### src/rtl/scnn_decompress_ips.sv
// Sequential decoder for SCNN sparse activations: rebuilds a dense vector from
// (value, index) pairs and releases it through a valid/ready handshake.
module scnn_decompress_ips #(
    parameter int unsigned PARAM_IP_SIZE = 16
) (
    input  logic                            clk,
    input  logic                            rst,
    input  logic                            start,
    input  logic [7:0]                      num_nz,
    input  logic                            in_valid,
    output logic                            in_ready,
    input  logic [15:0]                     in_data,
    input  logic [7:0]                      in_index,
    output logic                            out_valid,
    input  logic                            out_ready,
    output logic [PARAM_IP_SIZE-1:0][15:0]  outputs,
    output logic                            err
);

    localparam logic [7:0]  IpSize = 8'(PARAM_IP_SIZE);
    localparam int unsigned IdxW   = (PARAM_IP_SIZE > 1) ? $clog2(PARAM_IP_SIZE) : 1;

    typedef enum logic [1:0] {
        StIdle,
        StLoad,
        StOut
    } state_e;

    state_e                           state_q, state_d;
    logic [PARAM_IP_SIZE-1:0][15:0]   buffer_q, buffer_d;
    logic [7:0]                       count_q, count_d;
    logic [7:0]                       nz_target_q, nz_target_d;
    logic                             err_q, err_d;
    logic [7:0]                       count_inc;

    always_comb begin
        state_d     = state_q;
        buffer_d    = buffer_q;
        count_d     = count_q;
        nz_target_d = nz_target_q;
        err_d       = err_q;
        in_ready    = 1'b0;
        out_valid   = 1'b0;
        count_inc   = count_q + 8'd1;

        unique case (state_q)
            StIdle: begin
                if (start) begin
                    buffer_d = '0;
                    count_d  = 8'd0;
                    err_d    = 1'b0;
                    // Oversized frames are clamped so the count can never pass the buffer size
                    if (num_nz > IpSize) begin
                        nz_target_d = IpSize;
                        err_d       = 1'b1;
                    end else begin
                        nz_target_d = num_nz;
                    end
                    state_d = (nz_target_d == 8'd0) ? StOut : StLoad;
                end
            end
            StLoad: begin
                in_ready = 1'b1;
                if (in_valid) begin
                    count_d = count_inc;
                    if (in_index < IpSize) begin
                        buffer_d[in_index[IdxW-1:0]] = in_data;
                    end else begin
                        err_d = 1'b1;
                    end
                    if (count_inc == nz_target_q) begin
                        state_d = StOut;
                    end
                end
            end
            StOut: begin
                out_valid = 1'b1;
                if (out_ready) begin
                    state_d = StIdle;
                end
            end
            default: state_d = StIdle;
        endcase
    end

    always_ff @(posedge clk) begin
        if (rst) begin
            state_q     <= StIdle;
            buffer_q    <= '0;
            count_q     <= 8'd0;
            nz_target_q <= 8'd0;
            err_q       <= 1'b0;
        end else begin
            state_q     <= state_d;
            buffer_q    <= buffer_d;
            count_q     <= count_d;
            nz_target_q <= nz_target_d;
            err_q       <= err_d;
        end
    end

    assign outputs = buffer_q;
    assign err     = err_q;

endmodule

### config.mk
export PLATFORM = sky130hd
export DESIGN_NAME = scnn_decompress_ips
export DESIGN_NICKNAME = d
export VERILOG_FILES = /design/src/rtl/scnn_decompress_ips.sv
export SDC_FILE = /design/constraint.sdc
export NUM_CORES = 1
export LEC_CHECK = 0
export ABC_AREA = 1
export CORE_AREA = 2 2 176 178
export CTS_CLUSTER_SIZE = 16
export DETAILED_ROUTE_END_ITERATION = 10
export DIE_AREA = 0 0 178 180
export GPL_TIMING_DRIVEN = 0
export PLACE_DENSITY_LB_ADDON = 0.3
export SETUP_SLACK_MARGIN = 0.4
export SYNTH_ARGS = -nofsm -noshare
export SYNTH_HDL_FRONTEND = slang
export SYNTH_SLANG_ARGS = --single-unit
### constraint.sdc
create_clock -name clk -period 3.8 [get_ports clk]
set_input_delay 0.57 -clock clk [delete_from_list [all_inputs] [get_ports clk]]
set_output_delay 0.57 -clock clk [all_outputs]
set_load 0.02 [all_outputs]
==> run_results.csv, run 1 <==
group,metric,value,unit
clocking,insertion_delay,0.56,ns
placed_design,placed_cells,2056,
critical_path,crit_family,"buffers and inverters",
critical_path,worstPathRequired,3.23,ns
logic_synthesis,avgSynthCellArea,7.58,um^2
die,rows,64,
global_route,grt_pass1_wl,60.2,mm
routing,wl_per_cell,19.1,um
routing,dr.pass1.iters,5,
logic_synthesis,syn-num-nets,1404,
logic_synthesis,yosysWarnings,0,
global_route,grt_pass1_vias,10055,
logic_synthesis,netlist_instances,1366,
clocking,clkTransAtPathRegs,0.06,ns
logic_synthesis,ys_ff_latch,275,
critical_path,critPathSlowestCell,"clkdlybuf4s50_1",
routing,drt_iter0_markers,712,
die,initial_core_util,0.343,
logic_synthesis,synth.largest_area_cell,"dfxtp_1",
routing,postRouteWirelength,40.3,mm
logic_synthesis,yosysUniqueCellTypes,28,
finish,antennaDiodeCount,0,
timing,whs,0.461,ns
critical_path,critPathCaptureType,"output pin",
outcome,status,"complete, no violations",
pwr,clockPowerShare,0.403,
routing,route.vias.total,10380,
critical_path,path_class,"register to output pin",
logic_synthesis,ys_top_cells_by_area,"dfxtp_1, nand2_1, a21oi_1",
timing,tightest_slew,1.13,ns
routing,antenna_left,0,
timing,rsz0062_at_grt,"no",
global_route,grt_overflow,0,
placed_design,place_hpwl,27.8,mm
critical_path,cp.arrival,2.46,ns
clocking,cts_buffer_depth,3,
pwr,powerDensity,525,nW/um^2
timing,finalSetupTns,0,ns
global_route,grt_use_total,0.246,
critical_path,cpPeakStageDelay,0.65,ns
run,max_cap_violations,0,
timing,period_share,0.797,
placed_design,gp_congestion,0.841,
die,die_x,178,um
pwr,swShare,0.316,
logic_synthesis,synth_top_area_frac,0.531,
routing,viasPerCell,4.92,
logic_synthesis,yosysSeqAreaShare,0.531,
die,die_y,180,um
timing,finalCriticalPeriod,3.03,ns
hold_path,min_path_type,"register to register",
clocking,cts-hold-fix-buffers,0,
die,dieArea,32000,um^2
pwr,p_leak,5.01,nW
logic_synthesis,synthesis.area,10400,um^2
pwr,seqPwrFrac,0.381,
pwr,power_frac_comb,0.216,
critical_path,cp_max_fo,10,
die,coreArea,30200,um^2
clocking,cts.repair.resized,0,
timing,fmax,330,MHz
pwr,power.internal,5.34,mW
critical_path,path_cells,"nand2_1 -> buf_6 -> inv_2 -> buf_4 -> buf_2 -> clkdlybuf4s50_1",
global_route,antenna_found_initial,0,
routing,drc,0,
finish,nNetsFinal,1730,
timing,relSlewSlack,0.243,
clocking,cts_tree,"yes",
finish,fin_cells,2109,
clocking,cts_root_buf,"clkbuf_16",
clocking,cts_made_buffers,30,
timing,fin_skew,0.0213,ns
timing,setup_violations,0,
clocking,cts_num_sinks,275,
critical_path,crit_buf_inv,5,
timing,hold_violations,0,
timing,report.final.slew_viol_count,0,
global_route,grt_max_degree,15,
finish,area_delta_synth_final,43.5,%
die,ios,296,
pwr,peakVddDrop,367,uV
finish,fillers,2952,
clocking,htree_num_levels,1,
clocking,post_cts_buffers,0,
placed_design,port_buffers,294,
finish,drive_gt1_frac,0.0730,
pwr,power.switching,2.47,mW
critical_path,crit_path_start_kind,"register",
critical_path,rrSetupSlack,1.19,ns
## cells in the final DEF (no fill, tap or decap), types with 3 or more instances in the layout
master / netlist / final
nand2_1: 563 / 563
clkdlybuf4s50_1: 0 / 294
dfxtp_1: 275 / 275
a21oi_1: 273 / 273
nor2_1: 46 / 46
clkbuf_1: 39 / 43
inv_1: 32 / 32
nand3_1: 31 / 31
clkbuf_16: 0 / 31
buf_4: 27 / 27
inv_2: 15 / 15
buf_2: 12 / 12
o21ai_0: 9 / 9
o21ai_1: 7 / 7
o21ai_4: 7 / 7
buf_6: 6 / 6
clkbuf_8: 0 / 6
nand3_2: 5 / 5
nor3_1: 5 / 5
bufinv_16: 0 / 5
clkinv_2: 0 / 4
clkinvlp_4: 0 / 3
## Yosys cell counts, drive strengths merged
master,count
nor3,5
a21oi,273
o21ai,23
xnor2,1
nand3,36
inv,48
and2,1
dfxtp,275
nand3b,1
nor4,2
o21bai,2
nor2,46
a211oi,1
xor2,1
ha,1
buf,46
nand2,565
clkbuf,39
## power groups by stage
stage / sequential [mW] / combinational (mW) / clock, mW
after global placement: 3.03 / 1.67 / 0
after floorplan: 3.06 / 1.01 / 0
final: 2.97 / 1.69 / 3.14
after CTS: 2.97 / 1.69 / 3.18
after detailed placement: 3.03 / 1.69 / 0
after global routing: 2.97 / 1.81 / 3.29
## per-layer routing
layer,global-route usage,vias up,part of all wire,wire (um)
li1,-,5029,-,-
met1,0.306,4856,0.41,16700
met2,0.408,409,0.46,18600
met3,0.0651,86,0.085,3440
met4,0.0862,0,0.039,1560
met5,0,-,0,0
## cells by family (layout without fill, tap and decap cells)
logic type      after synthesis  in the layout  synth area share
flops                       275            275             0.531
fa+ha+maj                     1              1           0.00121
simple gates                656            656             0.247
buf+inv                     133            480            0.0658
xor+xnor                      2              2           0.00169
compound gates              299            299             0.153
## cell type report
cell class	count	area, um^2	area share
plain buffers	85	497	0.0334
well taps	396	495	0.0333
inverters	48	185	0.0125
clock buffers	41	873	0.0588
repair buffers	294	2940	0.198
multi-input cells	958	4170	0.281
flip-flops and latches	275	5510	0.370
clock inverters	12	193	0.0130
## registers in the layout, summed over array words and instances (netlist names)
name and flops:
state_q 2, outputs 256, nz_target_q 8, count_q 8, err 1
## path summary, 6_finish.rpt
check	startpoint	endpoint	cells after the start
min reg2reg	outputs[233]$_SDFFE_PP0P_	outputs[233]$_SDFFE_PP0P_	2
max	state_q[0]$_SDFFE_PP0P_	in_ready	6
max reg2reg	state_q[0]$_SDFFE_PP0P_	outputs[153]$_SDFFE_PP0P_	9
min	outputs[233]$_SDFFE_PP0P_	outputs[233]$_SDFFE_PP0P_	2
## stage by stage
step                power, mW  setup slack [ns]   util  area [um^2]
floorplan                4.08              1.97      -        10400
global placement         4.70             0.639  0.457        13800
detailed placement       4.72             0.542  0.457        13800
CTS                      7.84             0.758  0.492        14900
global route             8.08             0.683  0.492        14900
finish                   7.80             0.771  0.492        14900
## tightest hold or removal path, cell delays in order, from the launching register on
cell and delay [ns]:
dfxtp_1 0.31, nand2_1 0.06, a21oi_1 0.05
(Power assumes the default switching activity.)
==> inputs of run 2 (changes only) <==
Clock period 3.8 ns to 2.5 ns, I/O delays scaled along.
==> run 2 against run 1 <==
- power grew 59%
- combinational power grew 82%
- hold slack lost 0.050 ns
- clock skew is essentially flat
- highest routed layer unchanged
==> run_results.csv, run 2 (synthesized netlist as in run 1, its figures left out) <==
group,metric,value,unit
pwr,powerDensity,803,nW/um^2
finish,area_delta_synth_final,48.8,%
clocking,cts_root_buf,"clkbuf_16",
run,max_cap_violations,0,
finish,nNetsFinal,1757,
finish,final_common_cell,"nand2_1",
die,ios,296,
critical_path,cp.arrival,1.76,ns
timing,period_share,0.854,
clocking,cts_num_sinks,275,
critical_path,path_class,"register to output pin",
placed_design,gp_congestion,0.841,
pwr,power_frac_comb,0.248,
finish,largest_register_ffs,256,
routing,drc,0,
routing,route.vias.total,10507,
timing,tightest_slew,0.916,ns
global_route,grt_pass1_wl,60.5,mm
global_route,grt_pass1_vias,10099,
pwr,swShare,0.317,
pwr,power.internal,8.46,mW
placed_design,dp_slack,-0.563,ns
global_route,antenna_found_initial,0,
global_route,grt_use_total,0.247,
die,rows,64,
critical_path,worstPathRequired,2.12,ns
die,dieArea,32000,um^2
critical_path,cp_max_fo,10,
pwr,p_total,12.4,mW
placed_design,postPlaceCellArea,13800,um^2
clocking,insertion_delay,0.56,ns
clocking,cts_tree,"yes",
timing,rsz0062_at_grt,"yes",
clocking,htree_num_levels,1,
routing,viasPerCell,4.92,
die,initial_core_util,0.343,
pwr,p_leak,5.22,nW
finish,fillers,2900,
timing,setup_violations,0,
pwr,peakVddDrop,605,uV
timing,worst_slack,0.364,ns
clocking,cts-hold-fix-buffers,0,
die,coreArea,30200,um^2
global_route,grt_overflow,0,
global_route,grt_max_degree,15,
clocking,clkTransAtPathRegs,0.06,ns
pwr,power.switching,3.92,mW
placed_design,place_hpwl,27.8,mm
outcome,status,"complete, no violations",
routing,postRouteWirelength,40.9,mm
placed_design,port_buffers,294,
die,die_x,178,um
finish,final_area,15400,um^2
pwr,seqPwrFrac,0.365,
die,die_y,180,um
finish,drive_gt1_frac,0.0983,
critical_path,critPathCaptureType,"output pin",
routing,drt_iter0_markers,702,
timing,fmax,468,MHz
clocking,cts_made_buffers,30,
timing,finalSetupTns,0,ns
hold_path,min_path_type,"input pin to register",
routing,antenna_left,0,
timing,hold_violations,0,
critical_path,crit_path_start_kind,"register",
finish,final_cell_mix,"nand2_1, clkdlybuf4s50_1, dfxtp_1, a21oi_1, nor2_1",
clocking,cts_buffer_depth,3,
finish,antennaDiodeCount,0,
finish,utilization,0.510,
pwr,clockPowerShare,0.387,
timing,finalCriticalPeriod,2.14,ns
timing,report.final.slew_viol_count,0,
timing,relSlewSlack,0.389,
routing,dr.pass1.iters,5,
timing,fin_skew,0.0212,ns
routing,wl_per_cell,19.1,um
[run 2: changes by cell type in the layout (fill, tap and decap cells not counted), sizes merged]
cell,delta
clkbuf,+1
clkdlybuf4s50,-2
buf,+27
dlygate4sd2,+1
clkinv,+4
inv,-4
[run 2: layout make-up]
type                            count  area (um^2)  area share
Sequential cell                   275         5510       0.357
Multi-Input combinational cell    958         4240       0.275
Timing Repair Buffer              321         3190       0.207
Clock buffer                       41          873      0.0567
Buffer                             85          671      0.0435
Tap cell                          396          495      0.0322
Inverter                           48          240      0.0156
Clock inverter                     12          193      0.0125
[run 2: power groups by stage]
stage	logic, mW	registers, mW	clock network, mW
after floorplan	1.54	4.65	0
after global placement	2.53	4.61	0
after detailed placement	2.57	4.61	0
after CTS	2.68	4.52	4.83
after global routing	3.27	4.52	5.00
final	3.07	4.52	4.79
[run 2: critical path, stage by stage (launching register included)]
cell and delay (ns):
dfxtp_1 0.33, inv_2 0.08, nand2_1 0.10, buf_6 0.14
inv_2 0.07, buf_8 0.16, buf_8 0.16, buf_4 0.15
[run 2: metrics by stage]
stage,hold WS (ns),instances
after floorplan,0.439,1366
after global placement,0.447,2056
after detailed placement,0.451,2056
after CTS,0.392,2116
after global routing,0.421,2136
final,0.411,2136
[run 2: repair_timing]
action | CTS | global route
pin swaps | 0 | 3
resized for setup | 46 | 55
setup buffers | 7 | 18
endpoints found under the hold margin | 0 | 0
setup endpoints to repair | 168 | 219
gates cloned | 0 | 2
[run 2: final timing paths]
kind | startpoint | end | slack, ns | depth (start not counted)
max reg2reg | state_q[1]$_SDFFE_PP0P_ | outputs[147]$_SDFFE_PP0P_ | 0.45 | 14
min reg2reg | outputs[233]$_SDFFE_PP0P_ | outputs[233]$_SDFFE_PP0P_ | 0.46 | 2
max | state_q[1]$_SDFFE_PP0P_ | in_ready | 0.36 | 7
min | num_nz[1] | nz_target_q[1]$_SDFFE_PP0P_ | 0.41 | 3
[run 2: metal layers]
metal / vias to the layer above / track usage / share of wire
met5: - / 0 / 0
met4: 0 / 0.0892 / 0.027
met3: 74 / 0.0670 / 0.084
met2: 385 / 0.411 / 0.47
met1: 4958 / 0.303 / 0.41
li1: 5090 / - / -
==> inputs of run 3 (changes only) <==
Settings changed: SKIP_LAST_GASP set to 1.
==> results of run 3 <==
Same layout as run 2: the final DEF is identical, and so are final timing and power.
